$ cat src/rtl/arbitro_pkg.sv
// Shared constants for the two-requester counter arbiter: counter mode codes,
// controller state encoding and default widths.
package arbitro_pkg;

    localparam int DEF_WIDTH = 16;
    localparam int DEF_LEN_W = 8;

    localparam logic [1:0] MODO_UP    = 2'b00;
    localparam logic [1:0] MODO_DOWN  = 2'b01;
    localparam logic [1:0] MODO_DOWN3 = 2'b10;
    localparam logic [1:0] MODO_LOAD  = 2'b11;

    typedef enum logic [2:0] {
        ST_IDLE  = 3'd0,
        ST_GRANT = 3'd1,
        ST_LOAD  = 3'd2,
        ST_RUN   = 3'd3,
        ST_WAIT  = 3'd4,
        ST_DONE  = 3'd5
    } state_e;

    // Index of the set bit in a 2-bit one-hot vector.
    function automatic logic oh2_idx(input logic [1:0] oh);
        return oh[1];
    endfunction

endpackage

$ cat src/rtl/arbitro_contador_if.sv
// Bus between the requesters/counter and the arbitration controller.
// The slave modport is the controller view; the master modport is the environment.
interface arbitro_contador_if #(
    parameter int WIDTH = 16,
    parameter int LEN_W = 8
);
    logic [1:0]         REQ;
    logic [3:0]         CMD_MODO;
    logic [2*WIDTH-1:0] CMD_D;
    logic [2*LEN_W-1:0] CMD_LEN;
    logic [1:0]         GNT;
    logic               ENB;
    logic [1:0]         MODO;
    logic [WIDTH-1:0]   D;
    logic [WIDTH-1:0]   Q;
    logic               RCO;
    logic               BUSY;
    logic               DONE;
    logic               DONE_ID;
    logic [WIDTH-1:0]   RESULT;
    logic               RCO_SEEN;

    modport slave (
        input  REQ, CMD_MODO, CMD_D, CMD_LEN, Q, RCO,
        output GNT, ENB, MODO, D, BUSY, DONE, DONE_ID, RESULT, RCO_SEEN
    );

    modport master (
        output REQ, CMD_MODO, CMD_D, CMD_LEN, Q, RCO,
        input  GNT, ENB, MODO, D, BUSY, DONE, DONE_ID, RESULT, RCO_SEEN
    );
endinterface

$ cat src/rtl/arbitro_rr.sv
// Two-way round-robin arbiter: combinational one-hot winner, last-served pointer
// updated on the strobe. After reset requester 0 wins a tie.
module arbitro_rr (
    input  logic       clk,
    input  logic       rst_n,
    input  logic [1:0] req,
    input  logic       upd,
    output logic [1:0] win_oh
);
    logic last_q;
    logic last_d;

    // Winner selection and pointer next-state
    always_comb begin
        win_oh = 2'b00;
        last_d = last_q;
        case (req)
            2'b01:   win_oh = 2'b01;
            2'b10:   win_oh = 2'b10;
            2'b11:   win_oh = last_q ? 2'b01 : 2'b10;
            default: win_oh = 2'b00;
        endcase
        if (upd && (req != 2'b00)) begin
            last_d = win_oh[1];
        end else begin
            last_d = last_q;
        end
    end

    // Last-served pointer; reset value 1 hands the first tie to requester 0
    always_ff @(posedge clk or negedge rst_n) begin
        if (!rst_n) begin
            last_q <= 1'b1;
        end else begin
            last_q <= last_d;
        end
    end

endmodule

$ cat src/rtl/arbitro_contador.sv
// Sequencing controller sharing one counter between two requesters:
// grant, load, run N cycles in the requested mode, settle, report the captured Q.
module arbitro_contador
    import arbitro_pkg::*;
#(
    parameter int WIDTH = DEF_WIDTH,
    parameter int LEN_W = DEF_LEN_W
) (
    input logic               CLK,
    input logic               RESET_L,
    arbitro_contador_if.slave bus
);
    state_e             state_q, state_d;
    logic [1:0]         cmd_modo_q, cmd_modo_d;
    logic [WIDTH-1:0]   cmd_d_q, cmd_d_d;
    logic [LEN_W-1:0]   cnt_q, cnt_d;
    logic               id_q, id_d;
    logic               acc_q, acc_d;
    logic [1:0]         gnt_q, gnt_d;
    logic               enb_q, enb_d;
    logic [1:0]         modo_q, modo_d;
    logic [WIDTH-1:0]   d_q, d_d;
    logic               busy_q, busy_d;
    logic               done_q, done_d;
    logic               done_id_q, done_id_d;
    logic [WIDTH-1:0]   result_q, result_d;
    logic               rco_seen_q, rco_seen_d;
    logic [1:0]         win_oh_s;
    logic               win_idx_s;
    logic               upd_s;

    arbitro_rr u_rr (
        .clk    (CLK),
        .rst_n  (RESET_L),
        .req    (bus.REQ),
        .upd    (upd_s),
        .win_oh (win_oh_s)
    );

    assign win_idx_s = oh2_idx(win_oh_s);

    // Next-state, command latch and registered-output decode
    always_comb begin
        state_d    = state_q;
        cmd_modo_d = cmd_modo_q;
        cmd_d_d    = cmd_d_q;
        cnt_d      = cnt_q;
        id_d       = id_q;
        acc_d      = acc_q;
        gnt_d      = 2'b00;
        result_d   = result_q;
        rco_seen_d = rco_seen_q;
        done_id_d  = done_id_q;
        upd_s      = 1'b0;
        enb_d      = 1'b0;
        modo_d     = MODO_UP;
        d_d        = '0;
        case (state_q)
            ST_IDLE: begin
                if (bus.REQ != 2'b00) begin
                    state_d    = ST_GRANT;
                    upd_s      = 1'b1;
                    gnt_d      = win_oh_s;
                    id_d       = win_idx_s;
                    cmd_modo_d = win_idx_s ? bus.CMD_MODO[3:2] : bus.CMD_MODO[1:0];
                    cmd_d_d    = win_idx_s ? bus.CMD_D[2*WIDTH-1:WIDTH] : bus.CMD_D[WIDTH-1:0];
                    cnt_d      = win_idx_s ? bus.CMD_LEN[2*LEN_W-1:LEN_W] : bus.CMD_LEN[LEN_W-1:0];
                end else begin
                    state_d = ST_IDLE;
                end
            end
            ST_GRANT: begin
                acc_d   = 1'b0;
                state_d = ST_LOAD;
            end
            ST_LOAD: begin
                // A pure load or a zero-length run has nothing to count
                if ((cnt_q == '0) || (cmd_modo_q == MODO_LOAD)) begin
                    state_d = ST_WAIT;
                end else begin
                    state_d = ST_RUN;
                end
            end
            ST_RUN: begin
                acc_d = acc_q | bus.RCO;
                cnt_d = cnt_q - LEN_W'(1);
                if (cnt_q == LEN_W'(1)) begin
                    state_d = ST_WAIT;
                end else begin
                    state_d = ST_RUN;
                end
            end
            ST_WAIT: begin
                // Capture here so RESULT/RCO_SEEN/DONE_ID are valid alongside DONE
                acc_d      = acc_q | bus.RCO;
                result_d   = bus.Q;
                rco_seen_d = acc_q | bus.RCO;
                done_id_d  = id_q;
                state_d    = ST_DONE;
            end
            ST_DONE: state_d = ST_IDLE;
            default: state_d = ST_IDLE;
        endcase

        if (state_d == ST_LOAD) begin
            enb_d  = 1'b1;
            modo_d = MODO_LOAD;
            d_d    = cmd_d_q;
        end else if (state_d == ST_RUN) begin
            enb_d  = 1'b1;
            modo_d = cmd_modo_q;
            d_d    = cmd_d_q;
        end else begin
            enb_d  = 1'b0;
            modo_d = MODO_UP;
            d_d    = '0;
        end
        busy_d = (state_d != ST_IDLE);
        done_d = (state_d == ST_DONE);
    end

    // State, command and output registers; reset abandons any command in flight
    always_ff @(posedge CLK or negedge RESET_L) begin
        if (!RESET_L) begin
            state_q    <= ST_IDLE;
            cmd_modo_q <= MODO_UP;
            cmd_d_q    <= '0;
            cnt_q      <= '0;
            id_q       <= 1'b0;
            acc_q      <= 1'b0;
            gnt_q      <= 2'b00;
            enb_q      <= 1'b0;
            modo_q     <= MODO_UP;
            d_q        <= '0;
            busy_q     <= 1'b0;
            done_q     <= 1'b0;
            done_id_q  <= 1'b0;
            result_q   <= '0;
            rco_seen_q <= 1'b0;
        end else begin
            state_q    <= state_d;
            cmd_modo_q <= cmd_modo_d;
            cmd_d_q    <= cmd_d_d;
            cnt_q      <= cnt_d;
            id_q       <= id_d;
            acc_q      <= acc_d;
            gnt_q      <= gnt_d;
            enb_q      <= enb_d;
            modo_q     <= modo_d;
            d_q        <= d_d;
            busy_q     <= busy_d;
            done_q     <= done_d;
            done_id_q  <= done_id_d;
            result_q   <= result_d;
            rco_seen_q <= rco_seen_d;
        end
    end

    assign bus.GNT      = gnt_q;
    assign bus.ENB      = enb_q;
    assign bus.MODO     = modo_q;
    assign bus.D        = d_q;
    assign bus.BUSY     = busy_q;
    assign bus.DONE     = done_q;
    assign bus.DONE_ID  = done_id_q;
    assign bus.RESULT   = result_q;
    assign bus.RCO_SEEN = rco_seen_q;

endmodule

$ cat src/flat_wrapper.sv
// flat-port wrapper written by rule: the top's interface ports become plain ports
module arbitro_contador_flat import arbitro_pkg::*;
#(
    parameter int WIDTH = DEF_WIDTH,
    parameter int LEN_W = DEF_LEN_W
)
  (CLK, RESET_L, bus_REQ, bus_CMD_MODO, bus_CMD_D, bus_CMD_LEN, bus_Q, bus_RCO, bus_GNT, bus_ENB, bus_MODO, bus_D, bus_BUSY, bus_DONE, bus_DONE_ID, bus_RESULT, bus_RCO_SEEN);
  arbitro_contador_if #(.WIDTH(WIDTH), .LEN_W(LEN_W)) bus_i ();
  input logic CLK;
  input logic RESET_L;
  input wire logic [$bits(bus_i.REQ)-1:0] bus_REQ;
  input wire logic [$bits(bus_i.CMD_MODO)-1:0] bus_CMD_MODO;
  input wire logic [$bits(bus_i.CMD_D)-1:0] bus_CMD_D;
  input wire logic [$bits(bus_i.CMD_LEN)-1:0] bus_CMD_LEN;
  input wire logic [$bits(bus_i.Q)-1:0] bus_Q;
  input wire logic [$bits(bus_i.RCO)-1:0] bus_RCO;
  output wire logic [$bits(bus_i.GNT)-1:0] bus_GNT;
  output wire logic [$bits(bus_i.ENB)-1:0] bus_ENB;
  output wire logic [$bits(bus_i.MODO)-1:0] bus_MODO;
  output wire logic [$bits(bus_i.D)-1:0] bus_D;
  output wire logic [$bits(bus_i.BUSY)-1:0] bus_BUSY;
  output wire logic [$bits(bus_i.DONE)-1:0] bus_DONE;
  output wire logic [$bits(bus_i.DONE_ID)-1:0] bus_DONE_ID;
  output wire logic [$bits(bus_i.RESULT)-1:0] bus_RESULT;
  output wire logic [$bits(bus_i.RCO_SEEN)-1:0] bus_RCO_SEEN;
  assign bus_i.REQ = bus_REQ;
  assign bus_i.CMD_MODO = bus_CMD_MODO;
  assign bus_i.CMD_D = bus_CMD_D;
  assign bus_i.CMD_LEN = bus_CMD_LEN;
  assign bus_i.Q = bus_Q;
  assign bus_i.RCO = bus_RCO;
  assign bus_GNT = bus_i.GNT;
  assign bus_ENB = bus_i.ENB;
  assign bus_MODO = bus_i.MODO;
  assign bus_D = bus_i.D;
  assign bus_BUSY = bus_i.BUSY;
  assign bus_DONE = bus_i.DONE;
  assign bus_DONE_ID = bus_i.DONE_ID;
  assign bus_RESULT = bus_i.RESULT;
  assign bus_RCO_SEEN = bus_i.RCO_SEEN;
  arbitro_contador #(.WIDTH(WIDTH), .LEN_W(LEN_W)) u_core (.CLK(CLK), .RESET_L(RESET_L), .bus(bus_i));
endmodule
$ cat config.mk
export PLATFORM = sky130hd
export DESIGN_NAME = arbitro_contador_flat
export DESIGN_NICKNAME = d
export VERILOG_FILES = /design/src/rtl/arbitro_pkg.sv /design/src/rtl/arbitro_contador_if.sv /design/src/rtl/arbitro_rr.sv /design/src/rtl/arbitro_contador.sv /design/src/flat_wrapper.sv
export SDC_FILE = /design/constraint.sdc
export NUM_CORES = 1
export LEC_CHECK = 0
export ABC_AREA = 0
export BUFFER_PORTS_ARGS = -buffer_cell sky130_fd_sc_hd__buf_2
export CAP_MARGIN = 20
export CORE_UTILIZATION = 44
export DETAILED_ROUTE_END_ITERATION = 7
export PLACE_DENSITY = 0.75
export SLEW_MARGIN = 20
export SYNTH_ARGS = -nofsm -noshare
export SYNTH_HDL_FRONTEND = slang
export SYNTH_SLANG_ARGS = --single-unit
$ cat constraint.sdc
create_clock -name CLK -period 1.4 [get_ports CLK]
set_clock_uncertainty 0.05 [all_clocks]
set_input_delay 0 -clock CLK [delete_from_list [all_inputs] [get_ports CLK]]
set_output_delay 0 -clock CLK [all_outputs]
set_load 0.005 [all_outputs]
== Word level (Yosys, flattened, before mapping) ==
Index checks and enable logic that the tools add are counted.

* $add $sub $neg: 1
* Eq/ne operators: 13
* Mux-type cells: 22
* Bitwise logic cells: 1
* Reductions and logical operators: 11

{| class="wikitable"
|+ Operator list
! cell !! count
|-
| 16-bit 2-to-1 mux || 3
|-
| 8-bit 2-to-1 mux || 2
|-
| 8-bit one-hot mux with 2 select lines || 1
|-
| 3-bit one-hot mux with 5 select lines || 1
|-
| 3-bit by 2-bit equality test with 1-bit output, second input constant || 4
|-
| 2-bit 2-to-1 mux || 6
|-
| 8-bit by 1-bit equality test with 1-bit output, second input constant || 1
|-
| 8-bit logical NOT || 1
|-
| 8-bit by 1-bit subtractor with 8-bit output, second input constant || 1
|-
| 2-bit equality test, second input constant || 3
|-
| 3-bit equality test, second input constant || 2
|-
| 3-bit 2-to-1 mux || 2
|-
| 2-bit one-hot mux with 3 select lines || 1
|-
| 2-bit nonzero test || 3
|-
| 1-bit 2-to-1 mux || 5
|-
| 2-bit AND reduction || 2
|-
| 3-bit by 1-bit equality test with 1-bit output, second input constant || 1
|-
| 3-bit logical NOT || 1
|-
| 3-bit nonzero test || 1
|-
| 2-bit by 1-bit equality test with 1-bit output, second input constant || 1
|-
| 2-bit by 1-bit inequality test with 1-bit output, second input constant || 1
|-
| 1-bit one-hot mux with 2 select lines || 1
|-
| 2-bit OR reduction || 1
|-
| 1-bit logical AND || 1
|-
| 2 further kinds || 2
|}

* Register bits after elaboration: 73
* Input port bits: 73
* Output and inout port bits: 41
* Logic and storage cells: 64

== Depth between registers and ports, before layout ==
* Depth after elaboration: 7
* Gate-level depth with buffers: 6
* Depth with buffers taken out: 6

== Hierarchy ==
A second synthesis with hierarchy kept.

* Cell total of the unflattened synthesis: 257
* Area total of the unflattened synthesis: 3131.8 µm²

{| class="wikitable"
|+ By module, submodules not included
! module !! instances !! cells each !! area each (µm²)
|-
| arbitro_contador || 1 || 251 || 3075.4
|-
| arbitro_rr || 1 || 6 || 56.3
|}

== Worst setup path after synthesis ==
No wires, ideal clock.

* Path kind: flip-flop to flip-flop
* From: register u_core.state_q[0]
* To: register u_core.result_q[10], in the netlist u_core.bus.RESULT[10]
* Library setup time: 125 ps
* Arrival time: 1396 ps
* Data required time: 1225 ps
* Slack: -171 ps
* Cell stages (with the launch flop): 6
* Buffers on the path: 2
* Clock period less this slack: 1571 ps
* Cells stage by stage: dfrtp_1 -> buf_6 -> nor2_1 -> and2_1 -> buf_2 -> mux2_2

* Longest elaborated chain between the ends: 1

{| class="wikitable"
|+ Ends and longest elaborated chain
! element !! line !! source
|-
| start, declared || arbitro_contador.sv:13 || <nowiki>state_e state_q, state_d;</nowiki>
|-
| start signal, assigned || arbitro_contador.sv:141 || <nowiki>state_q <= state_d;</nowiki>
|-
| 3-bit equality test || arbitro_contador.sv:58 || <nowiki>case (state_q)</nowiki>
|-
| end signal, assigned || arbitro_contador.sv:154 || <nowiki>result_q <= result_d;</nowiki>
|-
| end, declared || arbitro_contador.sv:26 || <nowiki>logic [WIDTH-1:0] result_q, result_d;</nowiki>
|}

No other way between the ends.
A chain may end at the register's enable or synchronous reset.

== Worst setup path in the final report ==
* From: register u_core.cnt_q[3]
* To: register u_core.d_q[2], in the netlist u_core.bus.D[2]

* Longest elaborated chain between the ends: 7
* Elaborated cells between the ends (all ways): 10
* Classes of those cells: eq/ne: 3; mux: 5; reduce/logical: 2

{| class="wikitable"
|+ Ends and longest elaborated chain
! element !! line !! source
|-
| start, declared || arbitro_contador.sv:16 || <nowiki>logic [LEN_W-1:0] cnt_q, cnt_d;</nowiki>
|-
| start signal, assigned || arbitro_contador.sv:144 || <nowiki>cnt_q <= cnt_d;</nowiki>
|-
| 8-bit logical NOT || arbitro_contador.sv:78 || <nowiki>if ((cnt_q == '0) || (cmd_modo_q == MODO_LOAD)) begin</nowiki>
|-
| 1-bit logical OR || arbitro_contador.sv:78 ||
|-
| 3-bit 2-to-1 mux || arbitro_contador.sv:78 ||
|-
| 3-bit one-hot mux with 5 select lines * || arbitro_contador.sv:58 ||
|-
| 3-bit by 2-bit equality test with 1-bit output || arbitro_contador.sv:109 || <nowiki>end else if (state_d == ST_RUN) begin</nowiki>
|-
| 16-bit 2-to-1 mux || arbitro_contador.sv:109 ||
|-
| 16-bit 2-to-1 mux * || arbitro_contador.sv:105 || <nowiki>if (state_d == ST_LOAD) begin</nowiki>
|-
| named net u_core.d_d[2] || arbitro_contador.sv:22 || <nowiki>logic [WIDTH-1:0] d_q, d_d;</nowiki>
|-
| end signal, assigned || arbitro_contador.sv:134 || <nowiki>d_q <= '0;</nowiki>
|-
| end signal, assigned || arbitro_contador.sv:150 || <nowiki>d_q <= d_d;</nowiki>
|-
| end, declared || arbitro_contador.sv:22 ||
|}

Mark *: on every way through the listed nets, which the timed path passes. The rest lies on a longest branch.

==> results.py <==
metrics = {
    "placement": {
        "numPortBuffers": 113,
        "pre_cts_ws_ps": -143.4,
        "gp_congestion": 0.8601,
        "dpl_cell_area_um2": 4204,
        "hpwl_um": 5293,
        "dp.cells": 505,
    },
    "die": {
        "start_util_pct": 46.05,
        "dieArea_um2": 7532,
        "io_pins": 114,
        "rows": 30,
        "chipWidth_um": 86.79,
        "die_y_um": 86.79,
        "core_area_um2": 6869,
    },
    "layout": {
        "drive_gt1_share_pct": 58.57,
        "synthToLayoutAreaGrowth_pct": 84.73,
        "regArea_um2": 1832,
        "layout.nets": 590,
        "num-fill-cells": 316,
        "n_antenna_cell": 0,
        "final_cell_mix": "buf_2, dfrtp_1, dlygate4sd3_1",
        "final_common_cell": "buf_2",
        "fin_cells": 615,
        "fin_area_um2": 5843,
        "multi_input_area_um2": 1758,
    },
    "worst_setup_path": {
        "startpoint_type": "flop",
        "critPathRequiredTime_ps": 1600,
        "arrival_ps": 1900,
        "cp_max_fo": 18,
        "critical_path_class": "reg -> reg",
        "endpoint_kind": "flop",
    },
    "synthesis": {
        "synthFlopType": "dfrtp_1",
        "synth-async-reset-ratio_pct": 100.0,
        "synthCells": 274,
        "netlist_area_um2": 3163,
        "syn_nets": 350,
        "synth_edf_count": 0,
        "ys_seq_elements": 73,
        "yosysSeqAreaShare_pct": 57.79,
        "yosysWarnings": 0,
        "yosysTopAreaCellShare_pct": 56.96,
        "synth_area_leaders": "dfrtp_1, mux2_2, o22ai_1",
        "yosys.area.top_type": "dfrtp_1",
        "syn_avg_cell_area_um2": 11.54,
        "yosysUniqueCellTypes": 48,
    },
    "global_routing": {
        "grt_max_degree": 74,
        "grt_pass1_vias": 3435,
        "grt_overflow": 0,
        "grt_antenna_before_repair": 0,
        "grt_usage_pct": 31.24,
        "grt_pass1_wl_um": 17220,
    },
    "cts": {
        "cts_num_sinks": 73,
        "htreeDepth": 3,
        "clk_latency_ps": 360,
        "clk_pin_slew_ps": 80,
        "cts_tree": "built",
        "cts_buffer_depth": 2,
        "cts-root-buf": "clkbuf_8",
        "cts_made_buffers": 9,
    },
    "power": {
        "p_int_mw": 6.256,
        "combPwrFrac_pct": 51.4,
        "power_frac_clock_pct": 14.7,
        "vdd_drop_max_uv": 1006,
        "p_sw_share_pct": 39.29,
        "power_density_nw_per_um2": 1764,
        "p_switching_mw": 4.049,
        "totalPowerFinal_mw": 10.31,
        "p_seq_share_pct": 33.9,
        "p_leak_nw": 2.789,
    },
    "routing": {
        "antenna_left": 0,
        "dr.first_iter.drc_count": 288,
        "via_per_inst": 5.725,
        "wl_um": 13440,
        "num_vias": 3521,
        "drc_errors": 0,
        "drtPass1Iterations": 6,
        "wl_per_cell_um": 21.86,
    },
    "outcome": {
        "status": "complete, but fails checks",
        "violations": "setup timing",
    },
    "sta": {
        "post-route-period-util_pct": 121.9,
        "drv_slew": 0,
        "fmax_ghz": 0.5858,
        "rsz0062_at_grt": "true",
        "worstMarginPinSlew_ps": 478.5,
        "fin_crit_ps": 1707,
        "setup_ws_ps": -307.1,
        "hold_violations": 0,
        "timing.final.setup_violations": 69,
        "tns_ps": -10990,
        "slew_headroom_pct": 67.98,
    },
    "hold_path": {
        "worstHoldPathType": "in -> reg",
    },
    "flow_run": {
        "max-cap-violations": 0,
    },
}
## cell type report
type,instances,area share [%]
clock buffer,12,2.484
multi-input combinational,177,30.09
clock inverter,4,0.4925
timing repair buffer,244,32.96
tap,96,2.056
sequential,73,31.35
inverter,9,0.5782
## cells in the mapped netlist (3+ instances only)
| library cell | count |
|---|---|
| o221ai_1 | 5 |
| o21ai_0 | 17 |
| buf_2 | 8 |
| mux2_2 | 13 |
| o21ai_1 | 7 |
| nor3_2 | 3 |
| o22ai_1 | 19 |
| clkbuf_1 | 6 |
| nor3_1 | 4 |
| a221oi_1 | 3 |
| a21oi_1 | 5 |
| inv_1 | 7 |
| nor2b_1 | 18 |
| nand2_1 | 26 |
| mux2i_1 | 4 |
| nor2_1 | 11 |
| ha_1 | 3 |
| mux2_1 | 5 |
| dfrtp_1 | 72 |
| a31oi_1 | 3 |
## through the flow
stage,hold WS [ps],utilization [%]
after floorplan,-345.6,-
after global placement,-10.80,61.20
after detailed placement,-9.459,61.20
after CTS,25.05,79.56
after global routing,34.91,85.06
final,27.11,85.06
## path summary, 6_finish.rpt
check,from,endpoint,slack [ps],cells past startpoint
setup / recovery,u_core.cnt_q[3],u_core.bus.D[2],-310,5
hold / removal,bus_CMD_LEN[6],u_core.cnt_q[6],30,3
hold reg to reg,u_core.bus.RESULT[2],u_core.bus.RESULT[2],460,1
setup reg to reg,u_core.cnt_q[3],u_core.bus.D[2],-310,5
max in group asynchronous,RESET_L,u_core.u_rr.last_q,810,3
min in group asynchronous,RESET_L,u_core.cmd_d_q[10],140,3
## kinds of logic (layout without fill, tap and decap cells)
group | Yosys count | after routing | share of synthesized area [%]
flip-flops | 73 | 73 | 57.79
adder cells (fa/ha/maj) | 3 | 3 | 1.187
buffers and inverters | 25 | 269 | 3.758
multiplexers | 22 | 22 | 7.674
AO/OA/AOI/OAI | 75 | 76 | 16.34
AND/OR/NAND/NOR | 76 | 76 | 13.25
## worst max-delay path, cell delays in order, from the launching register on
cell	delay, ps
dfrtp_2	450
nor3_4	370
a32oi_4	210
a22oi_4	240
buf_12	180
nor2b_1	80
## sequential cells by signal, indices dropped and copies added (netlist names)
register,count
u_core.acc_q,1
u_core.bus.BUSY,1
u_core.bus.D,16
u_core.bus.DONE,1
u_core.bus.DONE_ID,1
u_core.bus.ENB,1
u_core.bus.GNT,2
u_core.bus.MODO,2
u_core.bus.RCO_SEEN,1
u_core.bus.RESULT,16
u_core.cmd_d_q,16
u_core.cmd_modo_q,2
u_core.cnt_q,8
u_core.id_q,1
u_core.state_q,3
u_core.u_rr.last_q,1
## per-layer routing
metal | global-route usage, % | up-vias | wire length (um)
met2 | 57.41 | 233 | 7134
met1 | 33.00 | 1735 | 4632
met3 | 5.619 | 82 | 759
met4 | 19.09 | 0 | 916
li1 | - | 1471 | -
met5 | 0 | - | 0
## power groups by stage
stage	Combinational [mW]	Sequential (mW)	Clock (mW)
after floorplan	1.73	3.28	0
after CTS	4.10	3.29	1.48
after global placement	3.09	3.26	0
final	5.29	3.49	1.52
after global routing	5.50	3.54	1.63
after detailed placement	3.19	3.30	0
## timing repair
item,CTS,global route
buffers inserted,16,8
setup endpoints to repair,68,70
hold endpoints to repair,113,1
pin swaps,13,32
gates resized for setup,71,76
cloned,3,6
hold buffers,62,2
No activity file was read; power rests on OpenSTA's default activity.
